`src/rtl/math_expression_iter.sv`:
```
// Multi-cycle evaluator of N = (a - b)(1 + 3c) - 4d using a shift-add multiplier.
// Returns floor(N/2), N[0] and a signed-W overflow flag through a start/busy/valid handshake.
module math_expression_iter #(
    parameter int W = 32
) (
    input  logic                clk,
    input  logic                reset,
    input  logic                start,
    input  logic signed [W-1:0] a,
    input  logic signed [W-1:0] b,
    input  logic signed [W-1:0] c,
    input  logic signed [W-1:0] d,
    output logic                busy,
    output logic                valid,
    output logic signed [W-1:0] q,
    output logic                rmd,
    output logic                ovf
);

    localparam int PW = 2*W + 4;
    localparam int CW = $clog2(W + 2);

    typedef enum logic [1:0] {S_IDLE, S_MUL, S_FIN} state_t;

    state_t r_state, w_next;

    logic signed [W:0]   w_diff;
    logic [W:0]          w_diff_mag;
    logic signed [W+2:0] w_c_ext;
    logic signed [W+2:0] w_m;
    logic [W+2:0]        w_m_neg;
    logic [W+1:0]        w_m_mag;
    logic                w_sign;

    logic [PW-1:0]       r_mcand;
    logic [W+1:0]        r_mplier;
    logic                r_sign;
    logic signed [W-1:0] r_d;
    logic [PW-1:0]       r_acc;
    logic [CW-1:0]       r_cnt;
    logic                r_valid;
    logic signed [W-1:0] r_q;
    logic                r_rmd;
    logic                r_ovf;

    logic [PW-1:0]        w_sacc;
    logic signed [PW-1:0] w_n;
    logic signed [PW-1:0] w_half;
    logic                 w_ovf;

    // Operand preparation: exact widths so neither the difference nor 1+3c can wrap.
    assign w_diff     = {a[W-1], a} - {b[W-1], b};
    assign w_diff_mag = w_diff[W] ? -w_diff : w_diff;
    assign w_c_ext    = {{3{c[W-1]}}, c};
    assign w_m        = (w_c_ext <<< 1) + w_c_ext + {{(W+2){1'b0}}, 1'b1};
    assign w_m_neg    = -w_m;
    assign w_m_mag    = w_m[W+2] ? w_m_neg[W+1:0] : w_m[W+1:0];
    assign w_sign     = w_diff[W] ^ w_m[W+2];

    assign w_sacc = r_sign ? -r_acc : r_acc;
    assign w_n    = $signed(w_sacc) - $signed({{(W+2){r_d[W-1]}}, r_d, 2'b00});
    assign w_half = w_n >>> 1;
    // floor(N/2) fits in signed W only if everything above bit W-2 is a pure sign extension.
    assign w_ovf  = !((&w_half[PW-1:W-1]) || !(|w_half[PW-1:W-1]));

    always_ff @(posedge clk or posedge reset) begin
        if (reset) r_state <= S_IDLE;
        else       r_state <= w_next;
    end

    // NOTE: every combinational output gets a default first so no path can infer a latch.
    always_comb begin
        w_next = r_state;
        case (r_state)
            S_IDLE:  if (start) w_next = S_MUL;
            S_MUL:   if (r_cnt == CW'(W + 1)) w_next = S_FIN;
            S_FIN:   w_next = S_IDLE;
            default: w_next = S_IDLE;
        endcase
    end

    // NOTE: sequential state uses non-blocking assignments so all registers update from pre-edge values.
    always_ff @(posedge clk or posedge reset) begin
        if (reset) begin
            r_mcand  <= '0;
            r_mplier <= '0;
            r_sign   <= 1'b0;
            r_d      <= '0;
            r_acc    <= '0;
            r_cnt    <= '0;
            r_valid  <= 1'b0;
            r_q      <= '0;
            r_rmd    <= 1'b0;
            r_ovf    <= 1'b0;
        end else begin
            r_valid <= 1'b0;
            case (r_state)
                S_IDLE: begin
                    if (start) begin
                        r_mcand  <= {{(W+3){1'b0}}, w_diff_mag};
                        r_mplier <= w_m_mag;
                        r_sign   <= w_sign;
                        r_d      <= d;
                        r_acc    <= '0;
                        r_cnt    <= '0;
                    end
                end
                S_MUL: begin
                    if (r_mplier[0]) r_acc <= r_acc + r_mcand;
                    r_mcand  <= r_mcand << 1;
                    r_mplier <= r_mplier >> 1;
                    r_cnt    <= r_cnt + 1'b1;
                end
                S_FIN: begin
                    r_q     <= w_n[W:1];
                    r_rmd   <= w_n[0];
                    r_ovf   <= w_ovf;
                    r_valid <= 1'b1;
                end
                default: ;
            endcase
        end
    end

    assign busy  = (r_state != S_IDLE);
    assign valid = r_valid;
    assign q     = r_q;
    assign rmd   = r_rmd;
    assign ovf   = r_ovf;

endmodule
```
`config.mk`:
```
export PLATFORM = sky130hd
export DESIGN_NAME = math_expression_iter
export DESIGN_NICKNAME = d
export VERILOG_FILES = /design/src/rtl/math_expression_iter.sv
export SDC_FILE = /design/constraint.sdc
export NUM_CORES = 1
export LEC_CHECK = 0
export ABC_CLOCK_PERIOD_IN_PS = 12700
export CAP_MARGIN = 20
export CORE_UTILIZATION = 60
export DETAILED_ROUTE_END_ITERATION = 16
export PLACE_DENSITY = 0.82
export SLEW_MARGIN = 15
export SYNTH_ARGS = -nofsm -noshare
export SYNTH_HDL_FRONTEND = slang
export SYNTH_SLANG_ARGS = --single-unit
export TNS_END_PERCENT = 5
```
`constraint.sdc`:
```
create_clock -name clk -period 12.7 [get_ports clk]
set_input_delay 2.54 -clock clk [delete_from_list [all_inputs] [get_ports clk]]
set_output_delay 2.54 -clock clk [all_outputs]
set_load 0.1 [all_outputs]
```
== After elaboration in Yosys (flattened, before gate mapping) ==
Cells that the tools add are included.

* Multiplexer cells: 16
* Equal/unequal tests: 6
* $add $sub $neg: 9
* Reductions and logical operators: 12
* Bitwise operators: 1

{| class="wikitable"
|+ Operators by type and width
! kind !! count
|-
| $mux W68 || 4
|-
| $pmux W68 S2 || 2
|-
| $add A68 B68 Y68 || 1
|-
| $mux W34 || 2
|-
| $neg A68 Y68 || 1
|-
| $pmux W34 S2 || 1
|-
| $sub A68 B34 Y68 || 1
|-
| $reduce_and A36 Y1 || 1
|-
| $reduce_or A36 Y1 || 1
|-
| $add A34 B2 Y35 const B || 1
|-
| $add A33 B32 Y34 || 1
|-
| $neg A34 Y34 || 1
|-
| $mux W33 || 1
|-
| $neg A33 Y33 || 1
|-
| $sub A32 B32 Y33 || 1
|-
| $pmux W6 S2 || 1
|-
| $add A6 B1 Y6 const B || 1
|-
| $eq A6 B6 Y1 const B || 1
|-
| $mux W6 || 1
|-
| $ne A2 B2 Y1 const B || 3
|-
| $reduce_and A2 Y1 || 3
|-
| $mux W2 || 2
|-
| $pmux W2 S2 || 1
|-
| $reduce_bool A2 Y1 || 2
|-
| 8 further kinds || 9
|}

* Output and inout port bits: 36
* Bits of input ports: 131
* Word-level logic and storage cells: 55
* Flip-flop bits (word level): 246

== Logic depth before layout (Yosys ltp) ==
Gate-level depths: netlist of the first run.

* Depth after elaboration: 7
* Gate-level depth with buffers: 25
* Mapped depth without buffers: 24

== Worst setup path after synthesis of the first run ==
OpenSTA, ideal clock, no wires.

* Path type: input to register
* From: in a[0]
* To: reg r_mcand[29]
* Stages: 17
* Arrival: 6.368 ns
* Path slack: 6.206 ns
* Path buffers: 1
* Setup time: 0.126 ns
* Required time: 12.574 ns
* Cell sequence: inv_1 ha_1 inv_1 fa_1 a211oi_1 o21ai_1 and3b_1 or2_0 clkbuf_1 a211oi_1 o2111ai_1 or4b_1 nor4_1 and4_1 a31oi_1 xnor2_1 a221o_1

* Word-level cells in the longest chain between the ends: 5

{| class="wikitable"
|+ Ends and longest elaborated chain
! what !! line !! text
|-
| from (decl) || 9 || <nowiki>input logic signed [W-1:0] a,</nowiki>
|-
| $sub A32 B32 Y33 * || 52 || <nowiki>assign w_diff = {a[W-1], a} - {b[W-1], b};</nowiki>
|-
| $neg A33 Y33 || 53 || <nowiki>assign w_diff_mag = w_diff[W] ? -w_diff : w_diff;</nowiki>
|-
| $mux W33 * || 53 ||
|-
| $mux W68 * || 99 || <nowiki>if (start) begin</nowiki>
|-
| $pmux W68 S2 * || 97 || <nowiki>case (r_state)</nowiki>
|-
| to (signal assigned) || 100 || <nowiki>r_mcand <= {{(W+3){1'b0}}, w_diff_mag};</nowiki>
|-
| to (signal assigned) || 110 || <nowiki>r_mcand <= r_mcand << 1;</nowiki>
|-
| to (decl) || 35 || <nowiki>logic [PW-1:0] r_mcand;</nowiki>
|}

Every way passes the cells marked *; elsewhere a longest branch is shown, timed or not. The select of a mux whose other input is x is not followed.
A chain may end at the register's enable or synchronous reset.

== Worst setup path in the final report of the first run ==
* From: in b[0]
* To: reg r_mcand[29]

* Word-level cells in the longest chain between the ends: 5

{| class="wikitable"
|+ Ends and longest elaborated chain
! what !! line !! text
|-
| from (decl) || 10 || <nowiki>input logic signed [W-1:0] b,</nowiki>
|-
| $sub A32 B32 Y33 * || 52 ||
|-
| $neg A33 Y33 || 53 ||
|-
| $mux W33 * || 53 ||
|-
| $mux W68 * || 99 ||
|-
| $pmux W68 S2 * || 97 ||
|}

Marks and branches as above.

==> impl_metrics.py, run 1 <==
metrics = {
    "synthesis": {
        "syn_area_per_cell_um2": 7.76,
        "synthAdderAreaFrac_pct": 10.8,
        "muxShareOfSynthArea_pct": 0.378,
        "synth_cells": 3066,
        "synth_compound_area_share_pct": 28.2,
        "synth-seq-cells": 246,
        "yosysUniqueCellTypes": 87,
        "synth_xor_area_share_pct": 11.0,
        "syn-num-nets": 3401,
        "ys.flop_type": "dfrtp_1",
        "synth_seq_area_share_pct": 25.9,
        "async_flop_share_pct": 100,
        "synthSimpleGateAreaFrac_pct": 19.3,
        "synthesis.area_um2": 23800,
        "synth_top_family_by_area": "compound AO/OA/AOI/OAI gates",
        "synth_edf_count": 0,
        "yosys_warnings": 0,
    },
    "final_layout": {
        "final_common_cell": "nand2_1",
        "multi_input_area_um2": 16600,
        "antennaDiodeCount": 0,
        "fin_nets": 3460,
        "area_growth_syn_to_layout_pct": 12.2,
        "drive_above_1_share_pct": 3.72,
        "seqCellArea_um2": 6160,
        "final_cell_mix": "411 x nand2_1, 381 x o21ai_0, 245 x dfrtp_1, 244 x a21oi_1, 200 x ha_1",
        "fillers": 3254,
    },
    "global_route": {
        "grt_overflow": 0,
        "top_usage_layer": "met2",
        "grt_max_degree": 107,
        "use_met2_pct": 50.9,
        "first_global_vias": 21600,
        "grtUsageTotal_pct": 31.7,
        "use_met1_pct": 46.4,
        "use_met3_pct": 3.13,
        "antenna_found_initial": 0,
        "grt_pass1_wl_um": 108000,
    },
    "sta": {
        "hold_viol_final": 0,
        "rsz0062_at_grt": "no",
        "final.setup.tns_ns": 0,
        "min_period_ns": 7.09,
        "worst_pin_slew_ns": 1.09,
        "report.final.slew_viol_count": 0,
        "setup_viol": 0,
        "max_slew_margin_pct": 27.3,
        "max_freq_ghz": 0.141,
        "post-route-period-util_pct": 55.9,
        "finalClockSkew_ns": 0.0283,
    },
    "setup_path": {
        "start_kind": "input pin",
        "timing.rr.start": "r_acc[2]",
        "worstSetupPathType": "input pin to register",
        "cp.arrival_ns": 7.54,
        "worstPathRequired_ns": 13.14,
        "reg2reg_to": "ovf",
        "cp_num_cells": 16,
        "cp-startpoint": "b[0]",
        "slowest_stage": "or4b_1",
        "path_common_cell": "a211oi_1",
        "crit_chain": "clkdlybuf4s50_1 > ha_1 > inv_1 > fa_1 > a211oi_1 > o21ai_1 > and3b_1 > or2_0 > a211oi_1 > o2111ai_1 > or4b_1 > nor4_1 > and4_1 > a31oi_1 > xnor2_1 > a221o_1",
        "crit_end": "r_mcand[29]",
        "endpoint_kind": "register",
        "path_buf_inv": 2,
        "r2r_slack_ns": 5.80,
        "slowest_delay_ns": 0.63,
        "path_max_fanout": 4,
        "critical-path-top-delay-family": "simple AND/OR/NAND/NOR gates",
        "r2r_cells": 23,
    },
    "die": {
        "die-area_um2": 40500,
        "fp-row-count": 72,
        "core-area_um2": 38900,
        "pin_count": 167,
        "initial_core_util_pct": 61.2,
        "die_w_um": 201,
        "die_h_um": 201,
    },
    "clock_tree": {
        "cts_buffers": 26,
        "clk_latency_ns": 0.56,
        "clock-root-buffer": "clkbuf_16",
        "cts_buffer_depth": 3,
        "cts_tree": "built",
        "cts_resized": 0,
        "clock-sinks": 246,
        "cts_setup_buffers": 0,
        "path_clk_slew_ns": 0.06,
        "cts_max_level": 1,
        "postCtsHoldBufs": 0,
    },
    "hold_path": {
        "hp-class": "register to register",
        "whs_path_depth": 2,
    },
    "route": {
        "viasPerCell": 6.28,
        "post_drt_wl_per_cell_um": 17.9,
        "drt-total-wl_um": 65400,
        "drc": 0,
        "firstDrtPassIters": 6,
        "ant_nets": 0,
        "drt_iter0_drc": 2216,
        "num_vias": 23000,
    },
    "place": {
        "gp_congestion": 0.968,
        "hpwl_um": 50600,
        "io_buffer_count": 166,
    },
    "outcome": {
        "run_status": "complete, no violations",
    },
    "flow_run": {
        "drv_cap": 0,
    },
}
metrics by stage:
stage	hold slack [ns]	area [µm²]	instances	util [%]	setup slack [ns]
final	0.477	26700	3661	68.6	5.61
after global routing	0.497	26700	3661	68.6	5.27
after CTS	0.472	26600	3658	68.4	5.78
after detailed placement	0.459	25700	3612	66.0	5.23
after global placement	0.449	25700	3612	66.0	5.44
after floorplan	0.450	23800	3066	-	3.40
cells by family (layout without fill, tap and decap cells):
logic type / count (synthesis) / in the layout
xor+xnor: 299 / 299
fa+ha+maj: 204 / 204
compound gates: 1083 / 1083
simple gates: 949 / 949
flops: 246 / 246
buf+inv: 276 / 353
mux: 9 / 9
how the worst min path moves through the flow:
stage / from / to / slack (ns)
floorplan: r_mplier[33] / r_mplier[33] / 0.45
finish: q[15] / q[15] / 0.48
global route: q[15] / q[15] / 0.50
detailed placement: q[15] / q[15] / 0.46
CTS: q[15] / q[15] / 0.47
global placement: q[13] / q[13] / 0.45
cell usage after synthesis (7+ instances only):
library cell | instances | area (µm²)
a22o_1 | 9 | 78.8
xor2_1 | 120 | 1050
ha_1 | 200 | 2500
a41oi_1 | 7 | 61.3
a22oi_1 | 55 | 413
o22ai_1 | 8 | 50.1
o21bai_1 | 30 | 225
nand2_1 | 412 | 1550
a21boi_0 | 7 | 52.6
o41ai_1 | 14 | 123
or3_1 | 25 | 156
and4_1 | 12 | 105
a21o_1 | 89 | 668
o21ai_1 | 12 | 60.1
clkbuf_1 | 138 | 518
nand2b_1 | 24 | 150
and3_1 | 33 | 206
nor4_1 | 24 | 150
nor3b_1 | 7 | 52.6
or2_2 | 20 | 125
nor3_1 | 54 | 270
a221oi_1 | 9 | 78.8
and2_1 | 11 | 68.8
nand3_1 | 50 | 250
o21ai_0 | 381 | 1910
nand4_1 | 65 | 407
a211oi_1 | 27 | 203
a31oi_1 | 24 | 150
nor4b_1 | 7 | 61.3
dfrtp_1 | 246 | 6160
or4_1 | 13 | 97.6
xnor2_1 | 178 | 1560
o21a_1 | 30 | 225
a21oi_1 | 244 | 1220
nor2b_1 | 23 | 144
o211ai_1 | 13 | 97.6
o31ai_1 | 48 | 360
mux2i_1 | 9 | 90.1
nor2_1 | 143 | 537
inv_1 | 125 | 469
buf_1 | 11 | 41.3
tightest hold or removal path, cell delays in order (launching register included):
cell and delay (ns):
dfrtp_1 0.35, nand2_1 0.05, nand2_1 0.05
state kept, by name, summed over array words and instances (netlist names), 2 cells and up:
signal / cells
r_cnt: 6
r_d: 32
r_mplier: 34
r_acc: 68
q: 32
r_mcand: 68
r_state: 2
cell type report:
type | count | share of cell area (%)
repair buffers | 182 | 6.91
inverters | 125 | 1.79
well taps | 518 | 2.43
multi-input cells | 2544 | 62.3
clock buffers | 33 | 2.80
clock inverters | 13 | 0.665
flip-flops and latches | 246 | 23.1
layer usage:
layer / part of all wire (%) / routed length, µm
met1: 47 / 30700
met2: 45 / 29300
met3: 6.6 / 4310
met4: 1.5 / 1010
met5: 0 / 0
Power of run 1 is left out: the tool's default activity adds up to more than one toggle a clock period on the data nets, which glitch-free logic cannot reach.
==> inputs of run 2 (changes only) <==
ABC_CLOCK_PERIOD_IN_PS = 6300   (was 12700)
CORE_UTILIZATION = 55   (was 60)
PLACE_DENSITY = 0.79   (was 0.82)
clock period = 6.3 ns   (was 12.7 ns; I/O delays follow)
==> impl_metrics.py, run 2 (synthesis gave the netlist of run 1 again) <==
metrics = {
    "setup_path": {
        "worstPathRequired_ns": 6.75,
        "slowest_stage": "o21ai_0",
        "cp.arrival_ns": 6.49,
        "crit_chain": "or4_1 > or2_2 > or4_4 > or3_1 > nor4_1 > nand2_1 > nand2_1 > xnor2_1 > ha_1 > nand2_1 > o21ai_0 > a221oi_1 > o21ai_1 > nand2_1 > and3b_1 > xnor2_1 > nand4_1 > nor4_2 > nand4_1 > nor4b_2 > nor3_1",
        "path_max_fanout": 5,
        "path_common_cell": "nand2_1",
        "path_buf_inv": 0,
        "timing.rr.start": "r_acc[19]",
        "start_kind": "register",
        "endpoint_kind": "register",
        "r2r_slack_ns": 0.26,
        "slowest_delay_ns": 0.60,
        "cp-startpoint": "r_acc[19]",
        "critical-path-top-delay-family": "simple AND/OR/NAND/NOR gates",
        "worstSetupPathType": "register to register",
    },
    "die": {
        "die_w_um": 210,
        "core-area_um2": 42300,
        "pin_count": 167,
        "initial_core_util_pct": 56.2,
        "die_h_um": 210,
        "die-area_um2": 44100,
        "fp-row-count": 75,
    },
    "final_layout": {
        "area_growth_syn_to_layout_pct": 14.0,
        "drive_above_1_share_pct": 5.68,
        "multi_input_area_um2": 16800,
        "fin_nets": 3500,
        "final_cell_mix": "410 x nand2_1, 377 x o21ai_0, 245 x dfrtp_1, 241 x a21oi_1, 196 x ha_1",
        "layoutNonFillerInstCount": 3762,
        "seqCellArea_um2": 6160,
        "fillers": 3634,
        "top_regs": "r_acc x68, r_mcand x68, r_mplier x34",
        "final_common_cell": "nand2_1",
        "antennaDiodeCount": 0,
    },
    "global_route": {
        "use_met3_pct": 2.26,
        "grt_pass1_wl_um": 106000,
        "use_met1_pct": 42.2,
        "grt_overflow": 0,
        "first_global_vias": 21300,
        "use_met2_pct": 46.1,
        "grt_max_degree": 168,
        "top_usage_layer": "met2",
        "antenna_found_initial": 0,
        "grtUsageTotal_pct": 28.8,
    },
    "route": {
        "drt-total-wl_um": 65200,
        "num_vias": 23300,
        "drt_iter0_drc": 1950,
        "viasPerCell": 6.18,
        "firstDrtPassIters": 6,
        "post_drt_wl_per_cell_um": 17.3,
        "ant_nets": 0,
        "drc": 0,
    },
    "hold_path": {
        "hp-class": "register to register",
        "hold_path.startpoint": "rmd",
    },
    "flow_run": {
        "drv_cap": 0,
    },
    "clock_tree": {
        "clock-sinks": 246,
        "clock-root-buffer": "clkbuf_16",
        "cts_tree": "built",
        "cts_buffer_depth": 3,
        "clk_latency_ns": 0.57,
        "cts_max_level": 1,
        "postCtsHoldBufs": 0,
        "path_clk_slew_ns": 0.06,
        "cts_buffers": 28,
    },
    "sta": {
        "finalClockSkew_ns": 0.0145,
        "worst_pin_slew_ns": 1.11,
        "report.final.slew_viol_count": 0,
        "post-route-period-util_pct": 95.8,
        "setup_viol": 0,
        "max_slew_margin_pct": 26.0,
        "fin_ws_ns": 0.262,
        "min_period_ns": 6.04,
        "hold_viol_final": 0,
        "max_freq_ghz": 0.166,
    },
    "place": {
        "dp_cells": 3709,
        "io_buffer_count": 166,
        "gp_congestion": 1.02,
        "hpwl_um": 51100,
        "preCtsSetupSlack_ns": 0.0478,
    },
    "outcome": {
        "run_status": "complete, no violations",
    },
}
==> run 2: changes by cell type in the layout (fill, tap and decap cells not counted), moves of 3 or more <==
cell       change
bufinv_16      -3
o21ai_0        -4
ha_2           +3
a2111oi_0      -3
ha_1           -4
a21oi_1        -3
o21ai_1        +3
nor4b_2        +3
buf_4         +40
a21oi_2        +3
nor4b_1        -3
o31ai_1        -3
buf_16         -3
==> run 2: through the flow <==
| step | TNS, ns | util [%] | hold WS [ns] | area [µm²] |
|---|---|---|---|---|
| 5_1_grt | -0.0465 | 64.1 | 0.509 | 27100 |
| 4_1_cts | 0 | 63.7 | 0.478 | 27000 |
| 6_report | 0 | 64.1 | 0.479 | 27100 |
| 3_5_place_dp | 0 | 61.6 | 0.466 | 26100 |
| 3_3_place_gp | 0 | 61.5 | 0.460 | 26000 |
| 2_1_floorplan | 0 | - | 0.450 | 23800 |
==> run 2: area by class of cell <==
| class | count | share of cell area [%] |
|---|---|---|
| clock buffers | 35 | 2.87 |
| clock inverters | 15 | 0.466 |
| inverters | 125 | 1.74 |
| multi-input cells | 2544 | 61.9 |
| flip-flops and latches | 246 | 22.7 |
| well taps | 577 | 2.66 |
| repair buffers | 220 | 7.71 |
==> run 2: timing repair <==
action	4_1_cts	5_1_grt
endpoints found under the setup margin	0	1
buffers inserted	0	3
gates resized for setup	0	34
==> run 2: routing by layer <==
layer  up-vias  share of wire, %
met3        89               5.9
met4         0               2.0
met2       784                45
met1     11000                47
met5         -                 0
li1      11400                 -
==> run 2: worst paths after layout <==
kind / to / cells after the start
max: ovf / 21
min: rmd / 2
max reg2reg: ovf / 21
min reg2reg: rmd / 2
max in group asynchronous: r_mcand[24] / 3
min in group asynchronous: q[13] / 3
==> run 2: tightest hold or removal path, delay by kind of cell, from the launching register on <==
family	cells	cell delay, ns
DFF	1	0.34
and+or+nand+nor	1	0.05
AOI/OAI and AO/OA	1	0.06
Power of run 2 is left out for the same reason.
